--- src/rtl/dsp_pkg.sv ---
// Shared DSP definitions for the resampler chain: default FIFO depth and rounding-mode encoding.
package dsp_pkg;

    localparam int RESAMP_DEPTH_DEFAULT = 16;

    typedef enum logic [1:0] {
        ROUND_TRUNC     = 2'd0,
        ROUND_HALF_UP   = 2'd1,
        ROUND_HALF_EVEN = 2'd2,
        ROUND_SAT       = 2'd3
    } round_type_e;

    // Width needed to hold a fill level of 0..depth inclusive.
    function automatic int level_width(input int depth);
        return $clog2(depth) + 1;
    endfunction

endpackage

--- src/rtl/sync_fifo_fwft.sv ---
// Single-clock first-word fall-through FIFO: the head entry is visible on rdata_o
// the cycle after it is written. DEPTH must be a power of two.
module sync_fifo_fwft
    import dsp_pkg::*;
#(
    parameter  int WIDTH = 32,
    parameter  int DEPTH = RESAMP_DEPTH_DEFAULT,
    localparam int AW    = $clog2(DEPTH),
    localparam int LW    = level_width(DEPTH)
) (
    input  logic             clk_i,
    input  logic             rst_ni,
    input  logic             push_i,
    input  logic             pop_i,
    input  logic [WIDTH-1:0] wdata_i,
    output logic [WIDTH-1:0] rdata_o,
    output logic [LW-1:0]    level_o,
    output logic             full_o,
    output logic             valid_o
);

    logic [WIDTH-1:0] mem [DEPTH];
    logic [AW-1:0]    wr_ptr;
    logic [AW-1:0]    rd_ptr;

    // NOTE: storage has no reset; the pointers and level alone decide which entries are live.
    always_ff @(posedge clk_i) begin
        if (push_i) mem[wr_ptr] <= wdata_i;
    end

    // NOTE: sequential state uses non-blocking assignments so all registers update together.
    always_ff @(posedge clk_i or negedge rst_ni) begin
        if (!rst_ni) begin
            wr_ptr  <= '0;
            rd_ptr  <= '0;
            level_o <= '0;
        end else begin
            if (push_i) wr_ptr <= wr_ptr + AW'(1);
            if (pop_i)  rd_ptr <= rd_ptr + AW'(1);
            case ({push_i, pop_i})
                2'b10:   level_o <= level_o + LW'(1);
                2'b01:   level_o <= level_o - LW'(1);
                default: ;
            endcase
        end
    end

    assign valid_o = (level_o != '0);
    assign full_o  = (level_o == LW'(DEPTH));
    // Empty FIFO presents zero rather than stale or uninitialised storage.
    assign rdata_o = valid_o ? mem[rd_ptr] : '0;

endmodule

--- src/rtl/resampler_axis_out.sv ---
// AXI-Stream output stage for the resampler: FIFO buffering, overflow drop/flag and tlast framing.
// Optional drop counter enabled by defining RESAMP_AXIS_OUT_DROP_CNT_EN.
module resampler_axis_out
    import dsp_pkg::*;
#(
    parameter  int CH_NUM     = 2,
    parameter  int DATA_WIDTH = 16,
    parameter  int DEPTH      = RESAMP_DEPTH_DEFAULT,
    parameter  int CNT_WIDTH  = 16,
    localparam int LW         = level_width(DEPTH)
) (
    input  logic                                  clk_i,
    input  logic                                  rst_ni,
    input  logic                                  en_i,
    input  logic                                  clr_i,
    input  logic [CNT_WIDTH-1:0]                  frame_len_i,
    input  logic                                  tvalid_i,
    input  logic [CH_NUM-1:0][DATA_WIDTH-1:0]     tdata_i,
    output logic                                  m_tvalid_o,
    input  logic                                  m_tready_i,
    output logic [CH_NUM-1:0][DATA_WIDTH-1:0]     m_tdata_o,
    output logic                                  m_tlast_o,
    output logic [LW-1:0]                         level_o,
    output logic                                  overflow_o,
    output logic [CNT_WIDTH-1:0]                  drop_cnt_o
);

    logic                 pop;
    logic                 push;
    logic                 full;
    logic                 drop;
    logic                 last_beat;
    logic [CNT_WIDTH-1:0] beat_cnt;

    assign pop  = m_tvalid_o & m_tready_i & en_i;
    // A full FIFO still accepts a sample when the head leaves in the same cycle.
    assign push = tvalid_i & en_i & (~full | pop);
    assign drop = tvalid_i & en_i & full & ~pop;

    sync_fifo_fwft #(
        .WIDTH (CH_NUM * DATA_WIDTH),
        .DEPTH (DEPTH)
    ) u_fifo (
        .clk_i   (clk_i),
        .rst_ni  (rst_ni),
        .push_i  (push),
        .pop_i   (pop),
        .wdata_i (tdata_i),
        .rdata_o (m_tdata_o),
        .level_o (level_o),
        .full_o  (full),
        .valid_o (m_tvalid_o)
    );

    // NOTE: single unconditional assignment keeps this combinational block latch-free.
    always_comb begin
        last_beat = (frame_len_i >= CNT_WIDTH'(2)) ? (beat_cnt == frame_len_i - CNT_WIDTH'(1))
                                                   : 1'b1;
    end

    assign m_tlast_o = m_tvalid_o & last_beat;

    always_ff @(posedge clk_i or negedge rst_ni) begin
        if (!rst_ni) begin
            beat_cnt <= '0;
        end else if (pop) begin
            beat_cnt <= m_tlast_o ? '0 : beat_cnt + CNT_WIDTH'(1);
        end
    end

    // A drop coinciding with clr_i takes priority so the new loss is never hidden.
    always_ff @(posedge clk_i or negedge rst_ni) begin
        if (!rst_ni) begin
            overflow_o <= 1'b0;
        end else if (en_i) begin
            if (drop)       overflow_o <= 1'b1;
            else if (clr_i) overflow_o <= 1'b0;
        end
    end

`ifdef RESAMP_AXIS_OUT_DROP_CNT_EN
    always_ff @(posedge clk_i or negedge rst_ni) begin
        if (!rst_ni) begin
            drop_cnt_o <= '0;
        end else if (en_i) begin
            if (drop) begin
                if (clr_i)              drop_cnt_o <= CNT_WIDTH'(1);
                else if (~&drop_cnt_o)  drop_cnt_o <= drop_cnt_o + CNT_WIDTH'(1);
            end else if (clr_i) begin
                drop_cnt_o <= '0;
            end
        end
    end
`else
    assign drop_cnt_o = '0;
`endif

endmodule

--- config.mk ---
export PLATFORM = sky130hd
export DESIGN_NAME = resampler_axis_out
export DESIGN_NICKNAME = d
export VERILOG_FILES = /design/src/rtl/dsp_pkg.sv /design/src/rtl/sync_fifo_fwft.sv /design/src/rtl/resampler_axis_out.sv
export SDC_FILE = /design/constraint.sdc
export NUM_CORES = 1
export LEC_CHECK = 0
export CAP_MARGIN = 30
export CORE_UTILIZATION = 50
export DETAILED_ROUTE_END_ITERATION = 8
export DONT_BUFFER_PORTS = 1
export MAX_ROUTING_LAYER = met4
export PLACE_DENSITY_LB_ADDON = 0.15
export SLEW_MARGIN = 20
export SYNTH_ARGS = -nofsm -noshare
export SYNTH_HDL_FRONTEND = slang
export SYNTH_SLANG_ARGS = --single-unit
--- constraint.sdc ---
create_clock -name clk_i -period 4.71 [get_ports clk_i]
set_input_delay 0.2355 -clock clk_i [delete_from_list [all_inputs] [get_ports clk_i]]
set_output_delay 0.2355 -clock clk_i [all_outputs]
set_load 0.1 [all_outputs]
==> metrics, run 1 <==
Clock Latency Late Sink=0.61 ns; post-route minimum period=3.95 ns; Async SR Flop Fraction=5.54%; clock slew at reported path FFs=0.05 ns; Worst Setup Start Kind=flop; layout cells sized above 1=32.0%; status=complete, no violations; Util after Layout=58.9%; FF-to-FF Start=u_fifo.level_o[1]; Mapped Avg Cell Area=21.3 µm²; Required @ worst endpoint=4.47 ns; Period Utilization, post-route=84.0%; worst-path fanout max=13; drt pass-1 iters=5; Worst Hold Class=in2reg; Vias=10200; WHS Endpoint=u_fifo.wr_ptr[0]; hold slack=0.0356 ns; # setup viols final=0; Die Ht=210 µm; Initial Util=50.6%; total negative slack=0 ns; Power Density=667 nW/µm²; Synthesis Warnings=0; DP Worst Slack=1.30 ns; Worst Path Arrival=3.72 ns; Finished Cell Area=25300 µm²; hold wc startpoint=en_i; CTS Buf Count=56; Iter 0 DRT Violations=852; sequential fraction of the synthesis area=74.2%; largest net degree at the start of global routing=51; Post-CTS Resized=0; gr usage total=21.7%; H-tree levels=2; Worst Tran Pin Value=1.02 ns; Post-synth top flop=edfxtp_1; vias per inst=5.73; Ports=110; #FFs+latches synth=542; r2r setup slk=1.35 ns; num rows=76; non-filler instance count after layout=1775; DRT antenna net count=0; routability cong.=0.789; Worst IR Drop VDD=940 µV; DIE AREA=44300 µm²; Setup Skew=0.0203 ns; IO buf count=0; NumNets Final=1207; max-cap violations=0; Post-synth EDFFs=512; clock sink count=542; DP Wirelength=27.4 mm; Post-Synthesis Cells=1018; width of the die=210 µm; initial antenna violation count=2; Register-to-Register Path Depth=14; first-pass GRT wire length=68.3 mm; CTS tree=done; core area=43000 µm²; Routed wire per std cell=25.1 µm; worst-case clock buffer depth=3; Post-DP Area=23200 µm²; Hold Vio Cnt, Final=0; Lkg Pwr=8.14 nW; count of final max-slew check failures=0; type of the worst setup path=reg2out; count of cell types in the netlist=53; synthesized area=21700 µm²; FMAX=0.253 GHz; Inst Count DP=1631; hold path depth=3; worst flop-to-flop path endpoint=u_fifo.level_o[4]; grt ovf=0; relative slew slack=31.8%; Worst setup EP type=output port; Detailed Route WL=44.6 mm; RSZ-0062 raised after global routing=no; area grow syn2layout=16.4%; number of global-route vias before repair=10700; overall power=16.9 mW; clock root cell=clkbuf_16; Post-route DRC=0; final setup margin=0.756 ns
## how the worst max path moves through the flow
stage | start | end | slack (ns) | depth (start not counted)
after floorplan | u_fifo.level_o[0] | u_fifo.mem[3][0] | 0.18 | 5
after global placement | u_fifo.level_o[4] | u_fifo.mem[14][2] | 1.14 | 5
after detailed placement | u_fifo.level_o[0] | u_fifo.mem[11][17] | 1.30 | 7
after CTS | beat_cnt[7] | m_tlast_o | 0.72 | 7
after global routing | beat_cnt[7] | m_tlast_o | 0.61 | 7
final | beat_cnt[7] | m_tlast_o | 0.76 | 7
## flip-flops by register name, summed over array words and instances, names as in the netlist
name / flops
u_fifo.wr_ptr: 4
beat_cnt: 16
u_fifo.mem: 512
u_fifo.level_o: 5
u_fifo.rd_ptr: 4
overflow_o: 1
## worst max-delay path, stage by stage, from the launching register on
cell	delay, ns
dfrtp_1	0.45
xor2_1	0.20
a211oi_1	0.26
o311ai_1	0.15
or4_4	0.55
nor4_4	0.38
or2_4	0.34
and2_1	0.81
## layer usage
metal	wire length (µm)	track usage, %	up-vias
li1	-	-	4432
met5	0	-	-
met3	2160	3.32	61
met1	19900	30.8	5393
met2	21600	33.1	276
met4	921	6.12	0
## Yosys cell counts, types with 4 or more instances
cell type  count  share of area (%)
dfrtp_1       30                3.5
nand4_1        9               0.26
nor2_1        24               0.41
buf_1         11               0.19
nand2_1       28               0.48
edfxtp_1     512                 71
a21oi_1        7               0.16
nand3_1        5               0.12
xnor2_1       23               0.93
nor2b_1       32               0.92
o21ai_0        4              0.092
inv_1         12               0.21
nand2b_1       8               0.23
mux4_2       160                 17
ha_1          12               0.69
buf_2          8               0.18
buf_4         16               0.55
nor3_1        13               0.30
a21oi_2        8               0.32
nor4_1         6               0.17
xor2_1        15               0.60
clkbuf_1      27               0.47
## kinds of logic (layout without fill, tap and decap cells)
| family | count (synthesis) | in the layout | share of synthesized area (%) |
|---|---|---|---|
| muxes | 161 | 161 | 16.6 |
| adders and majority gates | 13 | 13 | 0.783 |
| buffers and inverters | 76 | 231 | 1.71 |
| DFF | 542 | 542 | 74.2 |
| xor gates and xnor gates | 38 | 38 | 1.53 |
| and+or+nand+nor | 143 | 143 | 3.67 |
| other | 1 | 18 | 0.0173 |
| AOI/OAI and AO/OA | 44 | 44 | 1.46 |
## what timing repair did
action | CTS | global route
hold endpoints to repair | 543 | 0
buffers inserted | 0 | 0
hold buffers | 36 | 0
endpoints found under the setup margin | 0 | 0
## where the power goes
| part | switching, mW | internal, mW |
|---|---|---|
| registers | 0.380 | 5.58 |
| clock network | 1.78 | 2.31 |
| logic | 4.23 | 2.59 |
| total | 6.39 | 10.5 |
## cell type report
class                   count  area (µm²)
inverters                  13        48.8
diodes                      2        5.00
well taps                 585         732
repair buffers            112        1190
clock inverters            31         191
flip-flops and latches    542       16100
fillers                  3196       17700
multi-input cells         415        5490
clock buffers              75        1520
## placed cells by master (no fill, tap or decap), types with 11 or more instances in the layout
cell type,count
xnor2_1,23
clkinv_1,14
conb_1,16
clkbuf_1,17
nor2b_2,32
nor2_4,13
inv_1,12
dlygate4sd3_1,35
nor2_1,11
ha_1,12
mux4_2,160
xor2_1,15
edfxtp_1,512
clkbuf_16,58
buf_8,18
dfrtp_1,26
buf_4,50
nand2_1,28
No activity file was read; power rests on OpenSTA's default activity.
==> run 2, diff against run 1 <==
--- a/config.mk
+++ b/config.mk
@@ -5,6 +5,7 @@
 export SDC_FILE = /design/constraint.sdc
 export NUM_CORES = 1
 export LEC_CHECK = 0
+export ABC_AREA = 1
 export CAP_MARGIN = 30
 export CORE_UTILIZATION = 50
 export DETAILED_ROUTE_END_ITERATION = 8
==> constraint.sdc (replaced) <==
create_clock -name clk_i -period 3.5 [get_ports clk_i]
set_input_delay 0.175 -clock clk_i [delete_from_list [all_inputs] [get_ports clk_i]]
set_output_delay 0.175 -clock clk_i [all_outputs]
set_load 0.1 [all_outputs]
==> metrics, run 2 <==
DIE AREA=45500 µm² (+2.7%); clock slew at reported path FFs=0.06 ns (about the same); sequential fraction of the synthesis area=72.2% (-2.0 points); Crit. Startpoint=u_fifo.rd_ptr[0]; clock sink count=542 (unchanged); number of buffers and inverters on the critical path=3 (+3); Lkg Pwr=8.69 nW (+6.8%); Synthesis Warnings=0 (unchanged); Fill cells=3607 (+13%); width of the die=213 µm (+1.3%); Finished Cell Area=26000 µm² (+2.9%); Required @ worst endpoint=3.32 ns (-1.15 ns); most common cell after layout, fill and taps aside=edfxtp_1; hold slack=0.0544 ns (+0.0188 ns); Post-synth top flop=edfxtp_1; layout cells sized above 1=13.3% (-19 points); WP depth=9 (+2); Hold Vio Cnt, Final=0 (unchanged); initial antenna violation count=5 (+3); Crit-path slowest cell=dfrtp_4; gr usage total=25.8% (+4.1 points); Post-CTS Resized=0 (unchanged); Detailed Route WL=55.6 mm (+25%); core area=44100 µm² (+2.7%); Worst Path Arrival=3.05 ns (-0.67 ns); Post-Synthesis Cells=1760 (+73%); Die Ht=213 µm (+1.3%); DP Worst Slack=0.652 ns (-0.649 ns); Ports=110 (unchanged); top flop regs=u_fifo.mem: 512 flops, beat_cnt: 16 flops, u_fifo.level_o: 5 flops; Synth area leaders=edfxtp_1 (69%), o21ai_0 (6.1%), nor2_1 (5.7%); worst setup path end=m_tdata_o[13]; Initial Util=50.6% (about the same); vias per inst=5.89 (+2.9%); max-cap violations=0 (unchanged); CTS tree=done; relative slew slack=32.1% (+0.34 points); Post-route DRC=0 (unchanged); r2r setup slk=0.64 ns (-0.71 ns); RSZ-0062 raised after global routing=no; Worst Setup Start Kind=flop; NumNets Final=1897 (+57%); worst-case clock buffer depth=3 (unchanged); IO buf count=0 (unchanged); non-filler instance count after layout=2467 (+39%); worst-path fanout max=46 (+33); Register-to-Register Path Depth=14 (unchanged); Post-DP Area=23900 µm² (+3.0%); CP peak stage delay=0.66 ns (-0.15 ns); worst path cell trace=inv_6 > buf_12 > o21ai_0 > o22ai_1 > nor2_1 > nor2_1 > o21ai_1 > a21oi_2 > buf_4; CTS Buf Count=54 (-3.6%); num rows=77 (+1.3%); DP Wirelength=30.1 mm (+9.9%); most common cell in the synthesized netlist=edfxtp_1; Clock Latency Late Sink=0.60 ns (about the same); drt pass-1 iters=5 (unchanged); Mapped Avg Cell Area=12.7 µm² (-41%); commonest cells after routing, fill and taps aside=edfxtp_1 (512), nor2_1 (323), o21ai_0 (274); Worst setup EP type=output port; worst flop-to-flop path endpoint=u_fifo.level_o[4]; status=complete, no violations; Routed wire per std cell=22.6 µm (-10%); type of the worst setup path=reg2out; number of global-route vias before repair=14200 (+33%); Post-synth EDFFs=512 (unchanged); Power Density=936 nW/µm² (+40%); synth cell count leaders=edfxtp_1 (512), nor2_1 (339), o21ai_0 (274), o221ai_1 (94), nand2_1 (89); largest net degree at the start of global routing=131 (+160%); area grow syn2layout=16.7%; clock root cell=clkbuf_16; Most flops, register=u_fifo.mem; synthesized area=22300 µm² (+2.7%); Vias=14500 (+43%); DRT antenna net count=0 (unchanged); #FFs+latches synth=542 (unchanged); # setup viols final=0 (unchanged); Worst Hold Class=in2async; Async SR Flop Fraction=5.54% (unchanged); Inst Count DP=2328 (+43%); Largest register FFs=512 (unchanged); final setup margin=0.277 ns (-0.479 ns); most used cell, CP=nor2_1; routability cong.=0.821 (+4.0%); Worst IR Drop VDD=1110 µV (+18%); cell family with most CP delay=buffers and inverters; grt ovf=0 (unchanged); count of final max-slew check failures=0 (unchanged); Setup Skew=0.0168 ns (-0.00344 ns); Iter 0 DRT Violations=1404 (+65%); area leader, netlist=edfxtp_1; FMAX=0.310 GHz; FF-to-FF Start=u_fifo.level_o[4]; count of cell types in the netlist=39 (-26%); first-pass GRT wire length=84.9 mm (+24%); Period Utilization, post-route=92.1%; H-tree levels=2 (unchanged); Worst Tran Pin Value=1.02 ns (-0.00503 ns); share of the synthesized area in the top cell type=68.9% (-1.9 points); post-route minimum period=3.22 ns
==> run 2: cell count changes in the layout (fill, tap and decap cells not counted), moves of 32 or more <==
cell / change
o221ai_1: +94
buf_12: +32
a21oi_2: +34
nor2_1: +312
o22ai_1: +33
nor2b_2: -32
nand3_1: +67
mux4_2: -160
o21ai_0: +270
nand2_1: +61
==> run 2: worst min-delay path by stage <==
stage | endpoint | slack, ns | cells after the start
after floorplan | beat_cnt[0] | -0.12 | 0
after global placement | u_fifo.level_o[0] | -0.12 | 0
after detailed placement | u_fifo.level_o[0] | -0.12 | 0
after CTS | u_fifo.wr_ptr[2] | 0.05 | 2
after global routing | u_fifo.rd_ptr[0] | 0.05 | 2
final | u_fifo.rd_ptr[2] | 0.05 | 2
==> run 2: logic make-up after synthesis <==
group                    count (synthesis)  synth area share [%]
other                                    1                0.0168
buffers and inverters                  175                  3.39
adder cells (fa/ha/maj)                 13                 0.762
AND/OR/NAND/NOR                        531                  9.88
flip-flops                             542                  72.2
AO/OA/AOI/OAI                          467                  12.5
XOR/XNOR                                31                  1.22
==> run 2: report_power, final <==
part	internal (mW)	total, mW	switching, mW
clock	3.32	5.70	2.38
sequential	7.52	7.83	0.303
combinational	3.05	10.8	7.78
==> run 2: layout make-up <==
cell class                      instances  area (µm²)  share of cell area [%]
Antenna cell                            5        12.5                  0.0480
Timing Repair Buffer                  127        1510                    5.79
Tap cell                              592         741                    2.84
Clock buffer                           64        1390                    5.33
Inverter                               47         183                   0.701
Multi-Input combinational cell       1058        5740                    22.1
Clock inverter                         32         328                    1.26
Sequential cell                       542       16100                    62.0
==> run 2: metrics by stage <==
step	power, mW	utilization [%]	TNS, ns
finish	24.4	59.0	0
global route	25.4	59.0	0
CTS	24.5	59.0	0
detailed placement	18.7	54.2	0
global placement	18.6	54.2	0
floorplan	15.3	-	-63.69
==> run 2: routing by layer <==
metal | track usage [%] | vias up | wire length (µm)
met2 | 40.9 | 526 | 26700
li1 | - | 6631 | -
met5 | - | - | 0
met1 | 34.6 | 7289 | 23900
met3 | 3.62 | 88 | 3620
met4 | 8.45 | 0 | 1340
==> run 2: worst register-to-register path: stages, from the launching register on <==
cell and delay, ns:
dfrtp_2 0.70, inv_1 0.17, nor3_1 0.29, or2_2 0.24
ha_1 0.24, inv_1 0.10, fa_1 0.36, inv_1 0.09
a21oi_1 0.06, nor2_1 0.09, nor2_1 0.07, nand2_1 0.06
nand2_1 0.04, nor2_1 0.12, xor2_1 0.15
==> run 2: repair_timing <==
item                                   4_1_cts  5_1_grt
hold buffers                                38        0
setup buffers                                0        0
setup endpoints to repair                    0        0
endpoints found under the hold margin      546        0
==> run 3, diff against run 2 <==
--- a/config.mk
+++ b/config.mk
@@ -12,6 +12,7 @@
 export DONT_BUFFER_PORTS = 1
 export MAX_ROUTING_LAYER = met4
 export PLACE_DENSITY_LB_ADDON = 0.15
+export SETUP_SLACK_MARGIN = 0.4
 export SLEW_MARGIN = 20
 export SYNTH_ARGS = -nofsm -noshare
 export SYNTH_HDL_FRONTEND = slang
==> metrics, run 3 (synthesis results as in run 2) <==
status=complete, no violations; Iter 0 DRT Violations=1302 (-7.3%); CTS Buf Count=54 (unchanged); IO buf count=0 (unchanged); Finished Cell Area=26300 µm² (+0.82%); r2r setup slk=0.77 ns (+0.13 ns); Lkg Pwr=8.77 nW (+0.93%); Detailed Route WL=58.4 mm (+4.9%); worst setup path end=m_tdata_o[15]; Hold Vio Cnt, Final=0 (unchanged); FF-to-FF Start=u_fifo.level_o[4]; Most flops, register=u_fifo.mem; clock sink count=542 (unchanged); Period Utilization, post-route=86.3% (-5.8 points); DIE AREA=45500 µm² (unchanged); clock slew at reported path FFs=0.06 ns (about the same); count of final max-slew check failures=0 (unchanged); max-cap violations=0 (unchanged); clock root cell=clkbuf_16; relative slew slack=37.5% (+5.4 points); Crit-path slowest cell=dfrtp_4; type of the worst setup path=reg2out; hold slack=0.0535 ns (-0.000951 ns); grt ovf=0 (unchanged); drt pass-1 iters=5 (unchanged); Largest register FFs=512 (unchanged); WP depth=7 (-2); most used cell, CP=buf_4; Worst IR Drop VDD=1210 µV (+8.9%); DP Worst Slack=0.638 ns (-0.0147 ns); number of global-route vias before repair=14200 (+0.042%); worst path cell trace=inv_1 > nand4_4 > buf_4 > inv_4 > buf_4 > a21oi_2 > buf_12; DRT antenna net count=0 (unchanged); Setup Skew=0.0254 ns (+0.00863 ns); Ports=110 (unchanged); cell family with most CP delay=buffers and inverters; Worst Hold Class=in2async; num rows=77 (unchanged); CTS tree=done; Post-DP Area=23900 µm² (-0.28%); overall power=24.9 mW (+2.2%); Worst setup EP type=output port; number of buffers and inverters on the critical path=5 (+2); Clock Latency Late Sink=0.61 ns (about the same); Power Density=948 nW/µm² (+1.4%); Routed wire per std cell=23.6 µm (+4.7%); Required @ worst endpoint=3.32 ns (about the same); # setup viols final=0 (unchanged); worst flop-to-flop path endpoint=u_fifo.level_o[4]; worst-case clock buffer depth=3 (unchanged); Initial Util=50.6% (unchanged); H-tree levels=2 (unchanged); Worst Path Arrival=2.84 ns (-0.21 ns); gr usage total=26.8% (+0.96 points); vias per inst=5.96 (+1.1%); total negative slack=0 ns (unchanged); NumNets Final=1898 (+0.053%); Crit. Startpoint=u_fifo.level_o[4]; post-route minimum period=3.02 ns (-0.204 ns); Worst Setup Start Kind=flop; routability cong.=0.825 (+0.48%); Die Ht=213 µm (unchanged); area grow syn2layout=17.6%; layout cells sized above 1=13.9% (+0.60 points); RSZ-0062 raised after global routing=no; FMAX=0.331 GHz (+6.8%); CP peak stage delay=0.62 ns (-0.04 ns); top flop regs=u_fifo.mem: 512 flops, beat_cnt: 16 flops, u_fifo.level_o: 5 flops; worst-path fanout max=15 (-67%); first-pass GRT wire length=87.7 mm (+3.2%); initial antenna violation count=3 (-2); Post-route DRC=0 (unchanged); most common cell after layout, fill and taps aside=edfxtp_1; width of the die=213 µm (unchanged); Register-to-Register Path Depth=14 (unchanged); final setup margin=0.481 ns (+0.204 ns); DP Wirelength=30.1 mm (-0.12%); largest net degree at the start of global routing=90 (-31%); commonest cells after routing, fill and taps aside=edfxtp_1 (512), nor2_1 (323), o21ai_0 (274); Vias=14700 (+1.3%); core area=44100 µm² (unchanged); Worst Tran Pin Value=0.938 ns (-0.0805 ns)
[run 3: cell count changes in the layout (fill, tap and decap cells not counted), sizes merged]
cell,change
clkinvlp,+4
inv,+1
bufinv,-1
diode,-2
clkinv,+2
bufbuf,+2
buf,-2
[run 3: cell type report]
cell class	count	area, µm²
antenna	3	7.51
clock buffer	63	1430
clock inverter	38	354
fill	3569	17900
inverter	47	193
multi-input combinational	1058	5740
sequential	542	16100
tap	592	741
timing repair buffer	128	1650
[run 3: per-stage QoR]
stage,util (%),cells
after floorplan,-,1775
after global routing,59.5,2471
after detailed placement,54.1,2322
final,59.5,2471
after CTS,59.4,2466
after global placement,54.1,2322
[run 3: metal layers]
metal | GRT usage (%) | share of wire, %
met1 | 37.4 | 43
met2 | 41.4 | 48
met3 | 3.16 | 6.6
met4 | 8.50 | 2.5
met5 | - | 0
[run 3: power by group]
part | switching (mW) | internal [mW]
combinational | 8.02 | 3.21
clock | 2.46 | 3.36
sequential | 0.326 | 7.53
[run 3: how the worst min path moves through the flow]
stage / from / to / cells past startpoint
final: rst_ni / overflow_o / 2
after global routing: rst_ni / beat_cnt[13] / 2
after CTS: rst_ni / overflow_o / 2
after detailed placement: rst_ni / u_fifo.level_o[3] / 0
after global placement: rst_ni / u_fifo.level_o[3] / 0
after floorplan: rst_ni / beat_cnt[0] / 0
[run 3: worst register-to-register path, cell delays in order, from the launching register on]
cell,delay (ns)
dfrtp_4,0.62
inv_1,0.14
nor3_1,0.27
or2_2,0.22
ha_1,0.24
inv_1,0.11
fa_1,0.38
inv_1,0.10
a21oi_1,0.07
nor2_1,0.09
nor2_1,0.06
nand2_1,0.05
nand2_1,0.04
nor2_1,0.11
xor2_1,0.15
[run 3: repair_timing]
action | in CTS | in global routing
endpoints found under the setup margin | 32 | 24
buffers inserted | 3 | 1
endpoints found under the hold margin | 546 | 0
resized for setup | 10 | 5
hold buffers | 38 | 0
gates cloned | 2 | 1
